==> config.mk <==
export PLATFORM = sky130hd
export DESIGN_NAME = ifu_pfq
export DESIGN_NICKNAME = d
export VERILOG_FILES = /design/src/rtl/ifu_pfq.sv
export SDC_FILE = /design/constraint.sdc
export NUM_CORES = 1
export LEC_CHECK = 0
export BUFFER_PORTS_ARGS = -buffer_cell sky130_fd_sc_hd__buf_2
export CAP_MARGIN = 15
export CORE_ASPECT_RATIO = 1.2
export CORE_UTILIZATION = 56
export CTS_CLUSTER_DIAMETER = 80
export DETAILED_ROUTE_END_ITERATION = 10
export HOLD_SLACK_MARGIN = 0.02
export PLACE_DENSITY = 0.8
export SLEW_MARGIN = 20
export SYNTH_ARGS = -nofsm -noshare
export SYNTH_HDL_FRONTEND = slang
export SYNTH_SLANG_ARGS = --single-unit
==> constraint.sdc <==
create_clock -name clk -period 4.3 [get_ports clk]
set_input_delay 0.86 -clock clk [delete_from_list [all_inputs] [get_ports clk]]
set_output_delay 0.86 -clock clk [all_outputs]
set_load 0.05 [all_outputs]
==> src/rtl/ifu_pfq.sv <==
`timescale 1ns/1ps
`default_nettype none
// ============================================================================
// Module   : ifu_pfq
// Brief    : Instruction prefetch queue. Keeps up to OUTSTD word fetches in
//            flight, buffers words in a DEPTH-entry FIFO and realigns 16/32-bit
//            instructions. Optional counters: define IFU_PFQ_PERF_EN.
// Revision : 1.0 - initial release
// ============================================================================
module ifu_pfq #(
    parameter int ADDR_W = 32,
    parameter int DEPTH  = 4,
    parameter int OUTSTD = 2
) (
    input  logic              clk,
    input  logic              rstn,
    input  logic              c_ext,
    input  logic              jump,
    input  logic [ADDR_W-1:0] jump_addr,
    input  logic              pop,
    output logic              out_valid,
    output logic [ADDR_W-1:0] out_pc,
    output logic [31:0]       out_inst,
    output logic              out_len4,
    output logic [1:0]        out_bad,
    output logic [ADDR_W-1:0] out_badaddr,
    output logic              imem_req,
    output logic [ADDR_W-1:0] imem_addr,
    input  logic              imem_busy,
    input  logic              imem_rvalid,
    input  logic [31:0]       imem_rdata,
    input  logic [1:0]        imem_bad
`ifdef IFU_PFQ_PERF_EN
    ,
    output logic [31:0]       perf_starve,
    output logic [31:0]       perf_flush
`endif
);

    localparam int PTR_W    = $clog2(DEPTH);
    localparam int CNT_W    = $clog2(DEPTH + 1);
    localparam int IFL_W    = $clog2(OUTSTD + 1);
    localparam int DROP_W   = $clog2(OUTSTD * DEPTH + 1);
    localparam int DROP_MAX = (1 << DROP_W) - 1;

    logic [31:0]       r_data [DEPTH];
    logic [1:0]        r_bad  [DEPTH];
    logic [PTR_W-1:0]  r_rd;
    logic [PTR_W-1:0]  r_wr;
    logic [CNT_W-1:0]  r_count;
    logic [IFL_W-1:0]  r_inflight;
    logic [DROP_W-1:0] r_drop;
    logic [ADDR_W-1:0] r_fetch;
    logic [ADDR_W-1:0] r_pc;
    logic              r_off;

    logic [PTR_W-1:0]  w_nxt;
    logic [31:0]       w_head;
    logic [31:0]       w_next;
    logic [15:0]       w_parcel;
    logic              w_is16;
    logic              w_need2;
    logic              w_head_bad;
    logic              w_next_bad;
    logic              w_valid;
    logic [ADDR_W-1:0] w_next_addr;
    logic [31:0]       w_occ;
    logic              w_accept;
    logic              w_live_rsp;
    logic              w_any_rsp;
    logic              w_push;
    logic              w_adv;
    logic [1:0]        w_pos;
    logic              w_free;
    logic [31:0]       w_drop_sum;
    logic [DROP_W-1:0] w_drop_jump;

    // Head decode: the parcel offset picks the halfword the instruction starts in
    assign w_nxt       = r_rd + PTR_W'(1);
    assign w_head      = r_data[r_rd];
    assign w_next      = r_data[w_nxt];
    assign w_parcel    = r_off ? w_head[31:16] : w_head[15:0];
    assign w_is16      = c_ext && (w_parcel[1:0] != 2'b11);
    assign w_need2     = !w_is16 && r_off;
    assign w_head_bad  = (r_count != '0) && (r_bad[r_rd] != 2'b00);
    assign w_next_bad  = w_need2 && (r_count >= CNT_W'(2)) && (r_bad[w_nxt] != 2'b00);
    assign w_valid     = (r_count != '0) &&
                         (w_head_bad || !w_need2 || (r_count >= CNT_W'(2)));
    assign w_next_addr = {r_pc[ADDR_W-1:2], 2'b00} + ADDR_W'(4);

    assign out_valid = w_valid;
    assign out_pc    = r_pc;

    always_comb begin
        out_inst    = 32'h0;
        out_len4    = 1'b0;
        out_bad     = 2'b00;
        out_badaddr = '0;
        if (w_valid) begin
            out_len4 = !w_is16;
            if (w_is16)
                out_inst = {16'h0, w_parcel};
            else if (r_off)
                out_inst = {w_next[15:0], w_head[31:16]};
            else
                out_inst = w_head;
            if (w_head_bad) begin
                out_bad     = r_bad[r_rd];
                out_badaddr = r_pc;
            end else if (w_next_bad) begin
                out_bad     = r_bad[w_nxt];
                out_badaddr = w_next_addr;
            end
        end
    end

    // Requests are capped so every live response is guaranteed a FIFO slot
    assign w_occ     = 32'(r_count) + 32'(r_inflight);
    assign imem_req  = rstn && !jump && (r_inflight < IFL_W'(OUTSTD)) && (w_occ < 32'(DEPTH));
    assign imem_addr = r_fetch;
    assign w_accept  = imem_req && !imem_busy;

    assign w_live_rsp = imem_rvalid && (r_drop == '0) && (r_inflight != '0);
    assign w_any_rsp  = imem_rvalid && ((r_drop != '0) || (r_inflight != '0));
    assign w_push     = w_live_rsp && !jump;

    // A faulting instruction is never consumed, which keeps the fault on display
    assign w_adv  = pop && w_valid && !w_head_bad && !w_next_bad && !jump;
    assign w_pos  = {1'b0, r_off} + (w_is16 ? 2'd1 : 2'd2);
    assign w_free = w_adv && w_pos[1];

    // Live requests at a redirect become stale and join the drop count
    assign w_drop_sum  = 32'(r_drop) + 32'(r_inflight) - 32'(w_any_rsp);
    assign w_drop_jump = (w_drop_sum > 32'(DROP_MAX)) ? DROP_W'(DROP_MAX) : DROP_W'(w_drop_sum);

    always_ff @(posedge clk or negedge rstn) begin
        if (!rstn) begin
            r_rd       <= '0;
            r_wr       <= '0;
            r_count    <= '0;
            r_inflight <= '0;
            r_drop     <= '0;
            r_fetch    <= '0;
            r_pc       <= '0;
            r_off      <= 1'b0;
        end else if (jump) begin
            r_rd       <= '0;
            r_wr       <= '0;
            r_count    <= '0;
            r_inflight <= '0;
            r_drop     <= w_drop_jump;
            r_fetch    <= jump_addr & ~ADDR_W'(3);
            r_pc       <= jump_addr & ~ADDR_W'(1);
            r_off      <= jump_addr[1];
        end else begin
            if (w_accept)
                r_fetch <= r_fetch + ADDR_W'(4);
            if (w_push)
                r_wr <= r_wr + PTR_W'(1);
            if (w_free)
                r_rd <= r_rd + PTR_W'(1);
            r_count    <= r_count + CNT_W'(w_push) - CNT_W'(w_free);
            r_inflight <= r_inflight + IFL_W'(w_accept) - IFL_W'(w_live_rsp);
            if (imem_rvalid && (r_drop != '0))
                r_drop <= r_drop - DROP_W'(1);
            if (w_adv) begin
                r_pc  <= r_pc + (w_is16 ? ADDR_W'(2) : ADDR_W'(4));
                r_off <= w_pos[0];
            end
        end
    end

    always_ff @(posedge clk) begin
        if (w_push) begin
            r_data[r_wr] <= imem_rdata;
            r_bad[r_wr]  <= imem_bad;
        end
    end

`ifdef IFU_PFQ_PERF_EN
    logic [31:0] r_perf_starve;
    logic [31:0] r_perf_flush;

    always_ff @(posedge clk or negedge rstn) begin
        if (!rstn) begin
            r_perf_starve <= 32'h0;
            r_perf_flush  <= 32'h0;
        end else begin
            if (!w_valid && !jump && (r_perf_starve != 32'hFFFF_FFFF))
                r_perf_starve <= r_perf_starve + 32'd1;
            if (imem_rvalid && ((r_drop != '0) || (jump && r_inflight != '0)) &&
                (r_perf_flush != 32'hFFFF_FFFF))
                r_perf_flush <= r_perf_flush + 32'd1;
        end
    end

    assign perf_starve = r_perf_starve;
    assign perf_flush  = r_perf_flush;
`endif

endmodule
`default_nettype wire
# After elaboration in Yosys (flattened, before gate mapping)

Memory sizes are Yosys's and may differ from the RTL's.
Cells that the tools add are included.

Latch bits: 0
Bits in writable memories: 136
Flip-flop bits (word level): 78
Input bits: 73
Memory bits (read-only): 0
Memories kept: 2
Word-level logic and storage cells: 99

Equality and inequality tests: 1
Reductions and logical operators: 40
Bitwise gates (word level): 0
Multipliers: 0
Divide/modulo/power cells: 0
Multiplexer cells: 30
Shift operators: 0
Add/sub/neg operators: 14
$lt $le $gt $ge: 4

Memory list:

| memory | depth | bits a word | rd ports | clocked after Yosys merged registers in | write ports | line | source |
|---|---|---|---|---|---|---|---|
| r_data | 4     | 32          | 2        | 0                                       | 1           | 46   | `logic [31:0] r_data [DEPTH];` |
| r_bad  | 4     | 2           | 2        | 0                                       | 1           | 47   | `logic [1:0] r_bad [DEPTH];` |

Operators by type and width:

| cell                                                                                 | count |
|---|---|
| 32-bit two-way mux                                                                   | 10 |
| 32-bit by 3-bit adder with 32-bit output (second input constant)                     | 2 |
| 32-bit by 3-bit adder with 32-bit output                                             | 1 |
| 32-bit by 4-bit greater-than comparator with 1-bit output (second input constant)    | 1 |
| 1-bit logical AND                                                                    | 20 |
| 2-bit two-way mux                                                                    | 9 |
| 16-bit two-way mux                                                                   | 1 |
| 2-bit nonzero test                                                                   | 8 |
| 4-bit two-way mux                                                                    | 3 |
| 1-bit logical NOT                                                                    | 6 |
| 3-bit two-way mux                                                                    | 2 |
| 5-bit by 1-bit subtractor with 6-bit output                                          | 1 |
| 4-bit by 2-bit adder with 5-bit output                                               | 1 |
| 1-bit two-way mux                                                                    | 5 |
| 2-bit by 1-bit adder with 2-bit output (second input constant)                       | 2 |
| 3-bit by 2-bit adder with 4-bit output                                               | 1 |
| 4-bit logical NOT                                                                    | 1 |
| 4-bit by 3-bit less-than comparator with 1-bit output (second input constant)        | 1 |
| 4-bit nonzero test                                                                   | 1 |
| 4-bit by 1-bit subtractor with 4-bit output (second input constant)                  | 1 |
| 3-bit by 1-bit adder with 3-bit output                                               | 1 |
| 3-bit by 2-bit greater-or-equal comparator with 1-bit output (second input constant) | 1 |
| 1-bit logical OR                                                                     | 3 |
| 3-bit nonzero test                                                                   | 1 |
| 6 further kinds                                                                      | 6 |

# Depth between registers and ports, before layout

Gate-level depths: netlist (run 1).
An unclocked memory read counts as a cell.

Depth in word-level cells: 17
Depth in mapped cells: 17
Depth with buffers taken out: 15

# Least setup slack after synthesis (run 1)

No wires, ideal clock.

Path kind: reg-to-output
From: register r_rd[0]
To: output port out_inst[22]
Data arrival time: 3748 ps
Path buffers: 2
Cell stages (with the launch flop): 13
Data required time: 3440 ps
Path slack: -308 ps
Path through: dfrtp_1 > clkbuf_1 > mux4_2 > nand3_1 > nand3_1 > ha_1 > o211a_1 > nand2_1 > nand2_1 > inv_1 > nand2_1 > clkbuf_1 > a21oi_1

Longest elaborated chain between the ends: 11

Ends and longest elaborated chain:

| what                               | line | source |
|---|---|---|
| start, declared                    | 48   | `logic [PTR_W-1:0] r_rd;` |
| start signal, assigned             | 161  | `r_rd <= r_rd + PTR_W'(1);` |
| memory read 4 x 32 bit             | -    |  |
| 16-bit two-way mux                 | 82   | `assign w_parcel = r_off ? w_head[31:16] : w_head[15:0];` |
| 2-bit inequality test              | 83   | `assign w_is16 = c_ext && (w_parcel[1:0] != 2'b11);` |
| 1-bit logical AND                  | 83   |  |
| 1-bit logical NOT                  | 84   | `assign w_need2 = !w_is16 && r_off;` |
| 1-bit logical AND                  | 84   |  |
| 1-bit logical NOT                  | 88   | `(w_head_bad \|\| !w_need2 \|\| (r_count >= CNT_W'(2)));` |
| 1-bit logical OR (*) (2 in series) | 88   |  |
| 1-bit logical AND (*)              | 87   | `assign w_valid = (r_count != '0) &&` |
| named net out_valid                | 21   | `output logic out_valid,` |
| 32-bit two-way mux (*)             | 99   | `if (w_valid) begin` |
| end, declared                      | 23   | `output logic [31:0] out_inst,` |

Mark *: on every way through the listed nets, which the timed path passes. The rest lies on a longest branch.

# Final worst setup path (run 1)

From: register r_rd[0]
To: output port out_inst[28]

Longest elaborated chain between the ends: 11

Ends and longest elaborated chain:

| what                           | line |
|---|---|
| memory read 4 x 32 bit         | - |
| 16-bit two-way mux             | 82 |
| 2-bit inequality test          | 83 |
| 1-bit logical AND              | 83 |
| 1-bit logical NOT              | 84 |
| 1-bit logical AND              | 84 |
| 1-bit logical NOT              | 88 |
| 1-bit logical OR (2 in series) | 88 |
| 1-bit logical AND              | 87 |
| 32-bit two-way mux (*)         | 99 |

Mark *: on every way between the ends. The rest lies on a longest branch, timed or not.

==> results.cfg, run 1 <==
[status]
status = complete, no violations

[clocking]
cts_tree = built
numCtsBuffers = 22
clock_sinks = 211
htree_num_levels = 1
root_buffer = clkbuf_16
worstSkewPairLatency_ns = 0.51
clk_pin_slew_worst_paths_ns = 0.07
clk_path_buf_depth = 3

[route]
drt_iter0_markers = 854
dr_total_vias = 9118
routedWlPerCell_um = 21.4
drt-total-wl_mm = 31.1
vias_per_cell = 6.26
ant_nets = 0
dr.pass1.iters = 6
route.detailed.drc = 0

[critical_path]
cp-startpoint = r_rd[0]
rr_startpoint = r_rd[0]
critPathCaptureType = output port
r2r-end = out_pc[30]
critPathCapture = out_inst[28]
critical_path_buf_inv_count = 3
cp.depth = 12
path_class = flop to output port
startpoint_type = flop
path_max_fanout = 17
ff2ff_path_depth = 11
critical-path-top-delay-family = buffers and inverters
r2r_slack_ns = 0.67
cpPeakStageDelay_ns = 0.56
crit_slowest_cell = mux4_2
critPathMostFrequentCell = nand2_1
cp_cell_sequence = mux4_2 > nand3_1 > nand3_1 > ha_1 > o211a_1 > nand2_1 > nand2_1 > clkinvlp_4 > nand2_1 > buf_4 > a21oi_2 > buf_2
cp.arrival_ns = 3.28
worstPathRequired_ns = 3.44

[pwr]
switching_power_mw = 1.41
power.total_mw = 5.00
worst_ir_drop_vdd_mv = 0.383
power-per-cell-area_mw_per_mm2 = 373
leakagePower_nw = 5.17
combPwrFrac_pct = 15.8
intPower_mw = 3.58
p_sw_share_pct = 28.3
clkPwrFrac_pct = 37.0
pwr-share-seq_pct = 47.2

[timing]
tns_ns = 0
setup_viol = 0
hold_violations = 0
drv_slew = 0
worst_slew_pin_slew_ns = 0.954
rsz0062_at_grt = yes
period_share_pct = 96.4
period_needed_ns = 4.14
relSlewSlack_pct = 36.2
clock.fmax_mhz = 241
finClkSkew_ns = 0.0127

[global_route]
grt_pass1_vias = 8856
grt_antenna_before_repair = 3
grt_max_degree = 65
overflow = 0
grt_pass1_wl_mm = 48.0
globalRouteTotalUtil_pct = 30.4

[synthesis]
synth_most_common_cell = edfxtp_1
synthFlopType = edfxtp_1
synth_top_area_cell = edfxtp_1
synth_area_leaders = edfxtp_1, dfrtp_1, mux4_2
netlist_area_mm2 = 0.0112
ys_warn_count = 0
synth_common_cells = edfxtp_1, nand2_1, dfrtp_1, nor2_1, mux4_2
async_reset_ff_share_pct = 35.5
synth_top_area_share_pct = 36.3
yosysUniqueCellTypes = 58
seq_area_frac_synth_pct = 53.0
ys_seq_elements = 211
synth_area_per_cell_um2 = 11.5
synth_edf_count = 136
syn_inst = 980

[placed_design]
port_buffers = 200
place_inst = 1411
place.gp.congestion = 0.959
place_hpwl_mm = 21.3

[die]
fp.coreArea_mm2 = 0.0196
start_util_pct = 57.3
die_w_um = 131
fp.dieH_um = 157
rows = 56
die-area_mm2 = 0.0206
ioPinCount = 206

[finish]
fin_util_pct = 68.3
fin_nets = 1280
layout.cells.non_filler = 1456
layout-drive-gt1-share_pct = 28.3
area_delta_synth_final_pct = 19.2

[min_path]
hold_path_class = input pin to async pin

[flow_run]
drv_cap = 0
-- registers in the layout (all words and copies together) (netlist names) --
register    count
r_data        128
out_pc         31
imem_addr      30
r_bad           8
r_drop          4
r_count         3
r_inflight      2
r_rd            2
r_wr            2
r_off           1
-- layout make-up --
class / count / area (um2)
clock buffer: 33 / 644
fill: 1420 / 6230
tap: 261 / 327
inverter: 31 / 120
clock inverter: 5 / 47.5
timing repair buffer: 233 / 1300
antenna: 2 / 5.00
multi-input combinational: 680 / 4980
sequential: 211 / 5970
-- power by group through the flow --
stage	Sequential (mW)	Clock, mW	Combinational (mW)
2_1_floorplan	2.55	0	0.384
3_3_place_gp	2.39	0	0.763
3_5_place_dp	2.39	0	0.786
4_1_cts	2.35	1.88	0.788
5_1_grt	2.37	1.95	0.861
6_report	2.36	1.85	0.789
-- cells in the final DEF, fill, tap and decap left out, types with 24 or more instances in the layout --
master	count
a21oi_1	38
buf_2	187
buf_4	36
clkbuf_16	24
dfrtp_1	73
edfxtp_1	136
ha_1	25
inv_1	29
mux4_2	52
nand2_1	133
nand3_1	35
nand4_1	30
nor2_1	73
o21ai_0	45
or3_1	24
xor2_1	27
-- per-stage QoR --
stage          instance area (um2)  worst slack (ns)  hold WS (ns)
2_1_floorplan                11300           -0.0691         0.543
6_report                     13400             0.155         0.181
3_5_place_dp                 12600             0.307         0.551
5_1_grt                      13400          -0.00262         0.185
4_1_cts                      13300            0.0109         0.174
3_3_place_gp                 12600             0.338         0.517
-- worst register-to-register path, stage by stage, from the launching register on --
cell and delay (ns):
dfrtp_4 0.50, mux4_2 0.56, nand3_1 0.11, nand3_1 0.12, buf_4 0.18, inv_1 0.08, ha_1 0.19, a21oi_1 0.10
nor4b_1 0.60, nand4_1 0.48, or3_1 0.44, a31oi_1 0.18
-- per-layer routing --
| metal | GRT usage, % | vias up | routed length (um) |
|---|---|---|---|
| met5 | 0 | - | 13 |
| met4 | 15.6 | 2 | 1480 |
| met3 | 5.48 | 79 | 2690 |
| met2 | 54.0 | 478 | 15800 |
| met1 | 35.5 | 4472 | 11100 |
| li1 | - | 4087 | - |
-- logic make-up (layout without fill, tap and decap cells) --
family / Yosys count / after routing / synth area share (%)
multiplexers: 58 / 58 / 11.0
adder cells (fa/ha/maj): 28 / 28 / 3.32
XOR/XNOR: 47 / 47 / 3.66
flip-flops: 211 / 211 / 53.0
AO/OA/AOI/OAI: 171 / 171 / 9.42
buffers and inverters: 92 / 302 / 3.34
other: 1 / 6 / 0.0334
AND/OR/NAND/NOR: 372 / 372 / 16.2
-- worst min path at each step --
stage	slack (ns)	from	depth (start not counted)	to
after floorplan	0.54	r_wr[1]	2	r_wr[1]
after global placement	0.52	imem_addr[31]	2	imem_addr[31]
after detailed placement	0.55	imem_addr[31]	2	imem_addr[31]
after CTS	0.17	rstn	1	imem_addr[9]
after global routing	0.19	rstn	1	imem_addr[9]
final	0.18	rstn	1	imem_addr[9]
-- repair_timing --
item | in CTS | in global routing
gates resized for setup | 2 | 19
hold buffers | 0 | 0
pin swaps | 0 | 0
buffers inserted | 2 | 3
endpoints found under the setup margin | 30 | 23
endpoints found under the hold margin | 0 | 0
(Power assumes the default switching activity.)
==> run 2, diff against run 1 <==
- ABC_AREA: default -> 1
- CELL_PAD_IN_SITES_DETAIL_PLACEMENT: default -> 1
- CELL_PAD_IN_SITES_GLOBAL_PLACEMENT: default -> 2
- CORE_UTILIZATION: 56 -> 34
- PLACE_DENSITY: 0.8 -> default
- PLACE_DENSITY_LB_ADDON: default -> 0.1
==> run 2 against run 1 <==
Compared with the run above:
- worst hold slack improved by 0.23 ns
- sequential share of layout area fell by 5.2 points
- clock power rose by 28%
- via count rose by 25%
- critical path type unchanged
- global-route usage fell by 5.7 points
==> results.cfg, run 2 <==
[status]
status = complete, no violations

[synthesis]
synthAdderAreaFrac_pct = 2.98
synth_edf_count = 136
synthMuxAreaShare_pct = 0
synth_top_area_cell = edfxtp_1
synth_compound_gate_area_share_pct = 12.9
synthSimpleGateAreaFrac_pct = 26.0
synth_area_leaders = edfxtp_1, dfrtp_1, nand2_1
netlist_area_mm2 = 0.0125
ys_seq_elements = 211
synthFlopType = edfxtp_1
synth_common_cells = nand2_1, inv_1, nor2_1, edfxtp_1, nand3_1
synth_area_per_cell_um2 = 8.17
syn_inst = 1533
synth_most_common_cell = nand2_1
seq_area_frac_synth_pct = 47.6
yosysUniqueCellTypes = 53
async_reset_ff_share_pct = 35.5
synth-xor-area-share_pct = 2.94
synth_top_area_share_pct = 32.6
synth_top_family_by_area = simple AND/OR/NAND/NOR gates
ys_warn_count = 0

[clocking]
clk_pin_slew_worst_paths_ns = 0.06
htree_num_levels = 1
clk_path_buf_depth = 3
root_buffer = clkbuf_16
cts_tree = built
numCtsBuffers = 25
worstSkewPairLatency_ns = 0.55
clock_sinks = 211

[route]
dr.pass1.iters = 4
dr_total_vias = 11400
routedWlPerCell_um = 20.6
route.detailed.drc = 0
routed-wl-met2_mm = 23.4
wl_met1_mm = 18.7
wl_met3_mm = 1.83
drt_iter0_markers = 443
top_layer = met5
drt-total-wl_mm = 45.8
ant_nets = 0
vias_per_cell = 5.13

[critical_path]
worstPathRequired_ns = 3.44
critical-path-top-delay-family = buffers and inverters
startpoint_type = flop
path_class = flop to output port
crit_slowest_cell = dfrtp_2
cp_cell_sequence = buf_4 > o21ai_0 > nand2_1 > nand2_1 > o21ai_2 > nand2_1 > nand2_4 > ha_1 > inv_1 > nor2_1 > nand3_1 > nand2_1 > buf_6 > a211oi_2 > clkbuf_4
critical_path_buf_inv_count = 4
rr_startpoint = r_rd[0]
cp-startpoint = r_rd[0]
path_max_fanout = 29
cpPeakStageDelay_ns = 0.49
cp.arrival_ns = 3.29
critPathCaptureType = output port
critPathMostFrequentCell = nand2_1

[die]
die_w_um = 177
fp.coreArea_mm2 = 0.0361
start_util_pct = 34.7
die-area_mm2 = 0.0376
ioPinCount = 206
fp.dieH_um = 212
rows = 76

[placed_design]
dp_worst_setup_slack_ns = 0.179
placed_area_mm2 = 0.0140
place.gp.congestion = 0.841
place_inst = 2163
place_hpwl_mm = 33.9
port_buffers = 200

[timing]
period_share_pct = 96.4
clock.fmax_mhz = 241
finClkSkew_ns = 0.0245
relSlewSlack_pct = 44.5
setup_slack_ns = 0.155
worst_slew_pin_slew_ns = 0.831
period_needed_ns = 4.15
setup_viol = 0
drv_slew = 0
hold_violations = 0

[finish]
largest_reg_flops = 128
area_delta_synth_final_pct = 20.8
final_cell_mix = nand2_1, buf_2, inv_1
layout-drive-gt1-share_pct = 19.3
fillCellCount = 4344
layout.cells.non_filler = 2217
largest_register = r_data
fin_nets = 1830
mostFrequentLayoutCell = nand2_1
post-route-cell-area_mm2 = 0.0151

[flow_run]
drv_cap = 0

[min_path]
hold_path_class = input pin to async pin

[pwr]
pwr-share-seq_pct = 38.2
worst_ir_drop_vdd_mv = 0.275
clkPwrFrac_pct = 37.1
p_sw_share_pct = 34.9
power-per-cell-area_mw_per_mm2 = 420
combPwrFrac_pct = 24.7
leakagePower_nw = 6.63
switching_power_mw = 2.22
intPower_mw = 4.14

[global_route]
grt_max_degree = 54
grt_pass1_wl_mm = 69.8
grt_pass1_vias = 11900
overflow = 0
globalRouteTotalUtil_pct = 24.7
grt_antenna_before_repair = 2
-- run 2: path summary, 6_finish.rpt --
path | to | slack [ns] | cells past startpoint
max | out_inst[3] | 0.15 | 15
min | out_pc[8] | 0.41 | 2
max reg2reg | r_count[2] | 0.26 | 23
min reg2reg | r_drop[0] | 0.54 | 2
max in group asynchronous | r_inflight[1] | 2.80 | 3
min in group clk | r_data[0][19] | 0.53 | 1
-- run 2: metrics by stage --
stage / util [%] / TNS, ns / power (mW) / hold slack (ns)
final: 41.9 / 0 / 6.36 / 0.411
after global routing: 41.9 / -0.327 / 6.64 / 0.419
after CTS: 41.4 / 0 / 6.39 / 0.414
after detailed placement: 38.6 / 0 / 4.01 / 0.533
after global placement: 38.6 / 0 / 3.98 / 0.500
after floorplan: - / 0 / 3.52 / 0.476
-- run 2: cell families (layout without fill, tap and decap cells) --
logic type | count (synthesis) | after routing
and+or+nand+nor | 766 | 766
AOI/OAI and AO/OA | 274 | 274
DFF | 211 | 211
buffers and inverters | 211 | 423
xor gates and xnor gates | 42 | 42
adders and majority gates | 28 | 28
other | 1 | 5
-- run 2: routing by layer --
layer,vias up,global-route usage (%)
met5,-,0
met4,2,10.3
met3,69,3.18
met2,236,44.9
met1,5543,28.9
li1,5522,-
-- run 2: what timing repair did --
action | in CTS | in global routing
gates cloned | 1 | 0
setup endpoints to repair | 52 | 65
buffers inserted | 2 | 4
resized for setup | 21 | 41
hold buffers | 0 | 0
pin swaps | 0 | 2
-- run 2: cell type report --
| cell class | instances | area [um2] | area share (%) |
|---|---|---|---|
| Sequential cell | 211 | 5960 | 39.4 |
| Multi-Input combinational cell | 1114 | 5770 | 38.1 |
| Timing Repair Buffer | 232 | 1340 | 8.84 |
| Tap cell | 468 | 586 | 3.87 |
| Antenna cell | 1 | 2.50 | 0.0165 |
| Timing Repair inverter | 1 | 6.26 | 0.0413 |
| Clock buffer | 27 | 633 | 4.18 |
| Clock inverter | 19 | 275 | 1.82 |
| Inverter | 144 | 558 | 3.69 |
-- run 2: power by group through the flow --
stage	logic (mW)	clock network, mW	registers (mW)
2_1_floorplan	0.840	0	2.68
3_3_place_gp	1.52	0	2.47
3_5_place_dp	1.54	0	2.47
4_1_cts	1.56	2.41	2.43
5_1_grt	1.73	2.46	2.45
6_report	1.57	2.36	2.43
-- run 2: worst register-to-register path, stage by stage (launching register included) --
cell,delay [ns]
dfrtp_2,0.49
buf_4,0.18
o21ai_0,0.17
nand2_1,0.08
nand2_1,0.07
o21ai_2,0.07
nand2_1,0.12
nand2_4,0.09
ha_1,0.18
inv_1,0.11
a21oi_4,0.07
nand2_4,0.11
nand3_4,0.12
buf_4,0.17
nor2_4,0.46
nand3_1,0.24
inv_1,0.12
ha_1,0.24
inv_1,0.06
ha_1,0.13
inv_1,0.05
fa_1,0.37
o21ai_0,0.16
a21oi_1,0.07
